## config.mk

```make
export PLATFORM = sky130hd
export DESIGN_NAME = kersram_r
export DESIGN_NICKNAME = d
export VERILOG_FILES = /design/src/rtl/kersram_r.sv
export SDC_FILE = /design/constraint.sdc
export NUM_CORES = 1
export LEC_CHECK = 0
export CAP_MARGIN = 20
export CORE_AREA = 2 2 441 443
export CTS_BUF_LIST = sky130_fd_sc_hd__clkbuf_8 sky130_fd_sc_hd__clkbuf_16
export CTS_CLUSTER_DIAMETER = 100
export DETAILED_ROUTE_END_ITERATION = 8
export DIE_AREA = 0 0 443 445
export GPL_TIMING_DRIVEN = 1
export PLACE_DENSITY = 0.41
export SLEW_MARGIN = 25
export SYNTH_ARGS = -nofsm -noshare
export SYNTH_HDL_FRONTEND = slang
export SYNTH_SLANG_ARGS = --single-unit
```

## constraint.sdc

```tcl
create_clock -name clk -period 6.1 [get_ports clk]
set_input_delay 1.22 -clock clk [delete_from_list [all_inputs] [get_ports clk]]
set_output_delay 1.22 -clock clk [all_outputs]
set_load 0.05 [all_outputs]
```

## src/rtl/kersram_r.sv

```systemverilog
// kersram_r: kernel SRAM read engine. Sweeps all 8 banks in lockstep and streams 512-bit beats.
// Define KER_RD_RPT_EN to add ker_read_repeat_din and back-to-back multi-pass sweeps.
module kersram_r #(
  parameter int ADDR_CNT_BITS = 10,
  parameter int KER_RD_LENGTH = 288,
  parameter int RPT_BITS      = 4
) (
  input  logic                     clk,
  input  logic                     reset,
  input  logic                     start_ker_read,
  output logic                     ker_read_busy,
  output logic                     ker_read_done,
  output logic                     cen_kersr_0,
  output logic                     cen_kersr_1,
  output logic                     cen_kersr_2,
  output logic                     cen_kersr_3,
  output logic                     cen_kersr_4,
  output logic                     cen_kersr_5,
  output logic                     cen_kersr_6,
  output logic                     cen_kersr_7,
  output logic                     wen_kersr_0,
  output logic                     wen_kersr_1,
  output logic                     wen_kersr_2,
  output logic                     wen_kersr_3,
  output logic                     wen_kersr_4,
  output logic                     wen_kersr_5,
  output logic                     wen_kersr_6,
  output logic                     wen_kersr_7,
  output logic [ADDR_CNT_BITS-1:0] addr_kersr_0,
  output logic [ADDR_CNT_BITS-1:0] addr_kersr_1,
  output logic [ADDR_CNT_BITS-1:0] addr_kersr_2,
  output logic [ADDR_CNT_BITS-1:0] addr_kersr_3,
  output logic [ADDR_CNT_BITS-1:0] addr_kersr_4,
  output logic [ADDR_CNT_BITS-1:0] addr_kersr_5,
  output logic [ADDR_CNT_BITS-1:0] addr_kersr_6,
  output logic [ADDR_CNT_BITS-1:0] addr_kersr_7,
  input  logic [63:0]              dout_kersr_0,
  input  logic [63:0]              dout_kersr_1,
  input  logic [63:0]              dout_kersr_2,
  input  logic [63:0]              dout_kersr_3,
  input  logic [63:0]              dout_kersr_4,
  input  logic [63:0]              dout_kersr_5,
  input  logic [63:0]              dout_kersr_6,
  input  logic [63:0]              dout_kersr_7,
  output logic [511:0]             ker_read_data_dout,
  output logic                     ker_read_valid_dout,
  input  logic                     ker_read_ready_din
`ifdef KER_RD_RPT_EN
  ,
  input  logic [RPT_BITS-1:0]      ker_read_repeat_din
`endif
);

  localparam logic [ADDR_CNT_BITS-1:0] LAST_ADDR = ADDR_CNT_BITS'(KER_RD_LENGTH - 1);

  typedef enum logic [1:0] {S_IDLE, S_READ, S_DRAIN, S_DONE} state_t;

  state_t                   r_state;
  logic [ADDR_CNT_BITS-1:0] r_addr;
  logic                     r_inflight;
  logic [1:0]               r_count;
  logic                     r_wr_ptr;
  logic                     r_rd_ptr;
  logic [511:0]             r_buf [2];

  logic [511:0]             w_dout;
  logic                     w_issue;
  logic                     w_pop;
  logic                     w_addr_wrap;
  logic                     w_last_pass;
  logic                     w_last_issue;
  logic [1:0]               w_count_next;

  if (KER_RD_LENGTH < 1 || KER_RD_LENGTH > (1 << ADDR_CNT_BITS) || RPT_BITS < 1) begin : g_bad_params
  end

  assign w_dout = {dout_kersr_7, dout_kersr_6, dout_kersr_5, dout_kersr_4,
                   dout_kersr_3, dout_kersr_2, dout_kersr_1, dout_kersr_0};

  // Credit check uses registered occupancy only, so ready never reaches the SRAM enables.
  assign w_issue      = (r_state == S_READ) && ((r_count + {1'b0, r_inflight}) < 2'd2);
  assign w_pop        = (r_count != 2'd0) && ker_read_ready_din;
  assign w_addr_wrap  = (r_addr == LAST_ADDR);
  assign w_count_next = r_count + {1'b0, r_inflight} - {1'b0, w_pop};

`ifdef KER_RD_RPT_EN
  logic [RPT_BITS-1:0] r_pass;
  logic [RPT_BITS-1:0] r_pass_last;
  assign w_last_pass = (r_pass == r_pass_last);
`else
  assign w_last_pass = 1'b1;
`endif

  assign w_last_issue = w_issue && w_addr_wrap && w_last_pass;

  always_ff @(posedge clk or negedge reset) begin
    if (!reset) begin
      r_state    <= S_IDLE;
      r_addr     <= '0;
      r_inflight <= 1'b0;
`ifdef KER_RD_RPT_EN
      r_pass      <= '0;
      r_pass_last <= '0;
`endif
    end else begin
      r_inflight <= w_issue;
      if (w_issue) begin
        r_addr <= w_addr_wrap ? '0 : r_addr + 1'b1;
`ifdef KER_RD_RPT_EN
        if (w_addr_wrap) r_pass <= r_pass + 1'b1;
`endif
      end
      case (r_state)
        S_IDLE: begin
          if (start_ker_read) begin
            r_state <= S_READ;
`ifdef KER_RD_RPT_EN
            r_pass      <= '0;
            r_pass_last <= (ker_read_repeat_din == '0) ? '0 : ker_read_repeat_din - RPT_BITS'(1);
`endif
          end
        end
        S_READ:  if (w_last_issue) r_state <= S_DRAIN;
        // Nothing issues in DRAIN, so an empty next count means the last beat has left.
        S_DRAIN: if (w_count_next == 2'd0) r_state <= S_DONE;
        default: r_state <= S_IDLE;
      endcase
    end
  end

  always_ff @(posedge clk or negedge reset) begin
    if (!reset) begin
      r_count  <= 2'd0;
      r_wr_ptr <= 1'b0;
      r_rd_ptr <= 1'b0;
      for (int i = 0; i < 2; i++) r_buf[i] <= '0;
    end else begin
      if (r_inflight) begin
        r_buf[r_wr_ptr] <= w_dout;
        r_wr_ptr        <= ~r_wr_ptr;
      end
      if (w_pop) r_rd_ptr <= ~r_rd_ptr;
      r_count <= w_count_next;
    end
  end

  assign ker_read_busy       = (r_state == S_READ) || (r_state == S_DRAIN);
  assign ker_read_done       = (r_state == S_DONE);
  assign ker_read_valid_dout = (r_count != 2'd0);
  assign ker_read_data_dout  = r_buf[r_rd_ptr];

  assign cen_kersr_0 = ~w_issue;
  assign cen_kersr_1 = ~w_issue;
  assign cen_kersr_2 = ~w_issue;
  assign cen_kersr_3 = ~w_issue;
  assign cen_kersr_4 = ~w_issue;
  assign cen_kersr_5 = ~w_issue;
  assign cen_kersr_6 = ~w_issue;
  assign cen_kersr_7 = ~w_issue;

  assign wen_kersr_0 = 1'b1;
  assign wen_kersr_1 = 1'b1;
  assign wen_kersr_2 = 1'b1;
  assign wen_kersr_3 = 1'b1;
  assign wen_kersr_4 = 1'b1;
  assign wen_kersr_5 = 1'b1;
  assign wen_kersr_6 = 1'b1;
  assign wen_kersr_7 = 1'b1;

  assign addr_kersr_0 = r_addr;
  assign addr_kersr_1 = r_addr;
  assign addr_kersr_2 = r_addr;
  assign addr_kersr_3 = r_addr;
  assign addr_kersr_4 = r_addr;
  assign addr_kersr_5 = r_addr;
  assign addr_kersr_6 = r_addr;
  assign addr_kersr_7 = r_addr;

endmodule
```

### Yosys cells after proc, flatten, opt, wreduce, memory -nomap -nowiden

Index checks and enable logic that the tools add are counted.

* $add $sub $neg: 3
* magnitude comparators: 4
* equal/unequal tests: 7
* muxes and demuxes: 11
* bitwise gates (word level): 5
* reductions and logical operators: 9

Operators with widths (number)
* $mux W512: 4
* $bwmux W1024: 1
* $demux W512 S1: 1
* $add A10 B1 Y10 const B: 1
* $eq A10 B9 Y1 const B: 1
* $mux W10: 1
* $mux W2: 3
* $ne A2 B2 Y1 const B: 3
* $pmux W2 S3: 1
* $eq A2 B2 Y1 const B: 2
* $ge A2 B2 Y1 const B: 2
* $logic_and A1 B1 Y1: 4
* $logic_not A2 Y1: 2
* $not A1 Y2: 2
* $not A1 Y1: 3
* $reduce_and A3 Y1: 1
* $add A2 B1 Y2: 1
* $eq A2 B1 Y1 const B: 1
* $lt A2 B1 Y1 const B: 1
* $lt A2 B2 Y1 const B: 1
* $reduce_bool A2 Y1: 1
* $sub A2 B1 Y2: 1
* $logic_or A1 B1 Y1: 1

* bits in registers: 1041
* input bits: 516
* output and inout bits: 611
* word-level logic and storage cells: 47

### Longest topological paths before layout

* depth after elaboration: 6
* depth in mapped cells: 7
* mapped depth without buffers: 7

### Worst setup path before layout

OpenSTA, ideal clock, no wires.

* kind: register -> output
* start: register r_inflight
* end: output port cen_kersr_1
* arrival time: 1792 ps
* data required time: 4880 ps
* path slack: 3088 ps
* cell stages (with the launch flop): 5
* path buffers: 1
* cells stage by stage: dfrtp_1 -> ha_1 -> xnor2_2 -> nand2_1 -> buf_4

* word-level cells in the longest chain between the ends: 4

RTL lines
* start, declared: RTL line 60 `logic r_inflight;`
* start signal, assigned: RTL line 106 `r_inflight <= w_issue;`
* $add A2 B1 Y2: RTL line 81 `assign w_issue = (r_state == S_READ) && ((r_count + {1'b0, r_inflight}) < 2'd2);`
* $lt A2 B2 Y1: RTL line 81
* $logic_and A1 B1 Y1: RTL line 81
* $not A1 Y1
* end, declared: RTL line 14 `output logic cen_kersr_1,`

Every way passes these cells.

### Worst setup path after layout

* start: register r_rd_ptr
* end: output port ker_read_data_dout[317]

* word-level cells in the longest chain between the ends: 4

RTL lines
* start, declared: RTL line 63 `logic r_rd_ptr;`
* start signal, assigned: RTL line 142 `if (w_pop) r_rd_ptr <= ~r_rd_ptr;`
* $not A1 Y2 (not written as such): RTL line 150 `assign ker_read_data_dout = r_buf[r_rd_ptr];`
* $mux W512 (not written as such) (3 in a row): RTL line 150
* end, declared: RTL line 45 `output logic [511:0] ker_read_data_dout,`

Every way passes these cells. The select of a mux whose other input is x is not followed.

==> metrics.txt <==
H-tree depth=4; fin nets=4469; initial antenna violation count=79; CP max FO=89; drt pass-1 iters=4; DRC viols=0; Fmax=0.205 GHz; Slew Limit Headroom=0.351; max-cap violation count=0; crit path capture type=output port; share of layout cells above drive strength 1=0.443; Synth cell types=33; CTS-repair resized insts=0; Yosys warnings=0; Worst Hold Class=reg2reg; Placeable Area=192000 um^2; fillers=19.1k; critical path type=reg2out; top cell type's share of synthesized area=0.574; predominant post-synthesis flop cell=dfrtp_1; Setup Fix Bufs, Post-CTS=0; TritonCTS Buffers=137; area of the multi-input gates=17800 um^2; hold slack final=0.498 ns; # placed instances=6332; detailed placer's ending HPWL=122000 um; Worst Path Arrival=3.65 ns; GRT overflow=0; Layout area overhead=40.0%; max-slew violation count=0; Clock Path Buffers=3; final setup violating endpoints=0; Die W=443 um; Worst-Skew Late Latency=0.76 ns; first-pass GRT wire length=236000 um; skew final=0.0286 ns; vias in the first global route=30.6k; Finished Layout Cells=6604; I/O pin count=1127; remaining antenna violation count=0; most frequent cell after synthesis=mux2_2; cell count after synthesis=2902; CTS tree=built; Seq cells post-synth=1041; GR Util All Layers=0.166; gpl congestion=0.794; Final min period=4.87 ns; DR vias=28.1k; total die area=197000 um^2; EDFF count, synth=0; clk sinks=1041; Layout Utilization=0.331; Mapped Area=45300 um^2; Tcrit/Tclk final=0.798; Req. time, crit path=4.88 ns; initial DRC count=946; number of vias per cell=4.26; synthesized area per cell=15.6 um^2; die outline height=445 um; largest cells by area after synthesis=dfrtp_1 57%, mux2_2 38%, buf_2 1.7%, buf_4 1.4%, ha_1 0.22%; status=complete, no violations; slew of the pin with the lowest slew margin=0.973 ns; Post-Route WL=168000 um; Setup TNS=0 ns; most area-hungry cell type in the Yosys netlist=dfrtp_1; CTS Hold Buffers Added=0; crit path launch type=flop; Initial Util=0.236; post-synthesis sequential area ratio=0.574; Root Buffer=clkbuf_16; clock-pin slew on the worst setup and hold paths=0.05 ns; Async SR Flop Fraction=1.00; final hold violation count=0; num rows=161; largest net degree at the start of global routing=134; Seq. cell area=26100 um^2; RSZ-0062 raised after global routing=no; Buffers on Ports=1118; most frequent cells after synthesis=1537 x mux2_2, 1041 x dfrtp_1, 155 x buf_2; post-DR wirelength/cell=25.5 um
-- routing by layer --
metal,GRT usage,wire (um)
met5,0,176
met1,0.186,65200
met4,0.0581,4910
met2,0.293,86600
met3,0.0566,11300
-- sequential cells by signal (all words and copies together) (netlist names) --
signal and cells:
r_wr_ptr 1, r_count 2, r_inflight 1, r_buf 1024, r_rd_ptr 1, addr_kersr_0 10, r_state 2
-- area by class of cell --
type,count,area share
tap,2526,0.0498
clock inverter,56,0.00682
clock buffer,186,0.0657
antenna,30,0.00118
inverter,8,0.000473
multi-input combinational,1605,0.281
sequential,1041,0.410
timing repair buffer,1152,0.185
-- worst paths after layout --
kind,cells past startpoint,slack (ns),start,endpoint
max in group asynchronous,2,4.26,reset,r_buf[692]
worst max-delay path,3,1.23,r_rd_ptr,ker_read_data_dout[317]
min in group asynchronous,1,0.54,reset,r_buf[476]
worst min-delay path,1,0.50,r_buf[174],r_buf[174]
worst max register to register,4,3.39,r_inflight,r_buf[881]
worst min register to register,1,0.50,r_buf[174],r_buf[174]
-- stage by stage --
stage | setup slack (ns) | cell area, um^2
3_3_place_gp | 1.92 | 58800
2_1_floorplan | 3.09 | 45400
3_5_place_dp | 1.90 | 58800
6_report | 1.23 | 63500
4_1_cts | 1.06 | 63400
5_1_grt | 1.06 | 63500
-- worst max-delay path, stage by stage, from the launching register on --
cell,delay [ns]
dfrtp_4,1.04
buf_12,0.48
mux2_2,0.46
clkdlybuf4s50_1,0.73
-- cells by family after synthesis --
logic type                 share of synthesized area
muxes                                          0.382
DFF                                            0.574
buffers and inverters                         0.0331
and+or+nand+nor                              0.00411
xor gates and xnor gates                     0.00229
adders and majority gates                    0.00221
AOI/OAI and AO/OA                            0.00130
other                                      0.0000827
-- cell usage in the layout (no fill, tap or decap), types with 8 or more instances in the layout --
cell type / instances
mux2_2: 1537
buf_4: 11
clkinv_2: 9
dfrtp_1: 1040
ha_1: 8
clkdlybuf4s50_1: 1117
buf_12: 23
clkbuf_16: 143
clkbuf_8: 43
inv_1: 40
diode_2: 30
conb_1: 8
Power is not shown: default switching activity piles up to over one toggle a cycle in this logic, so the estimate is an artifact.
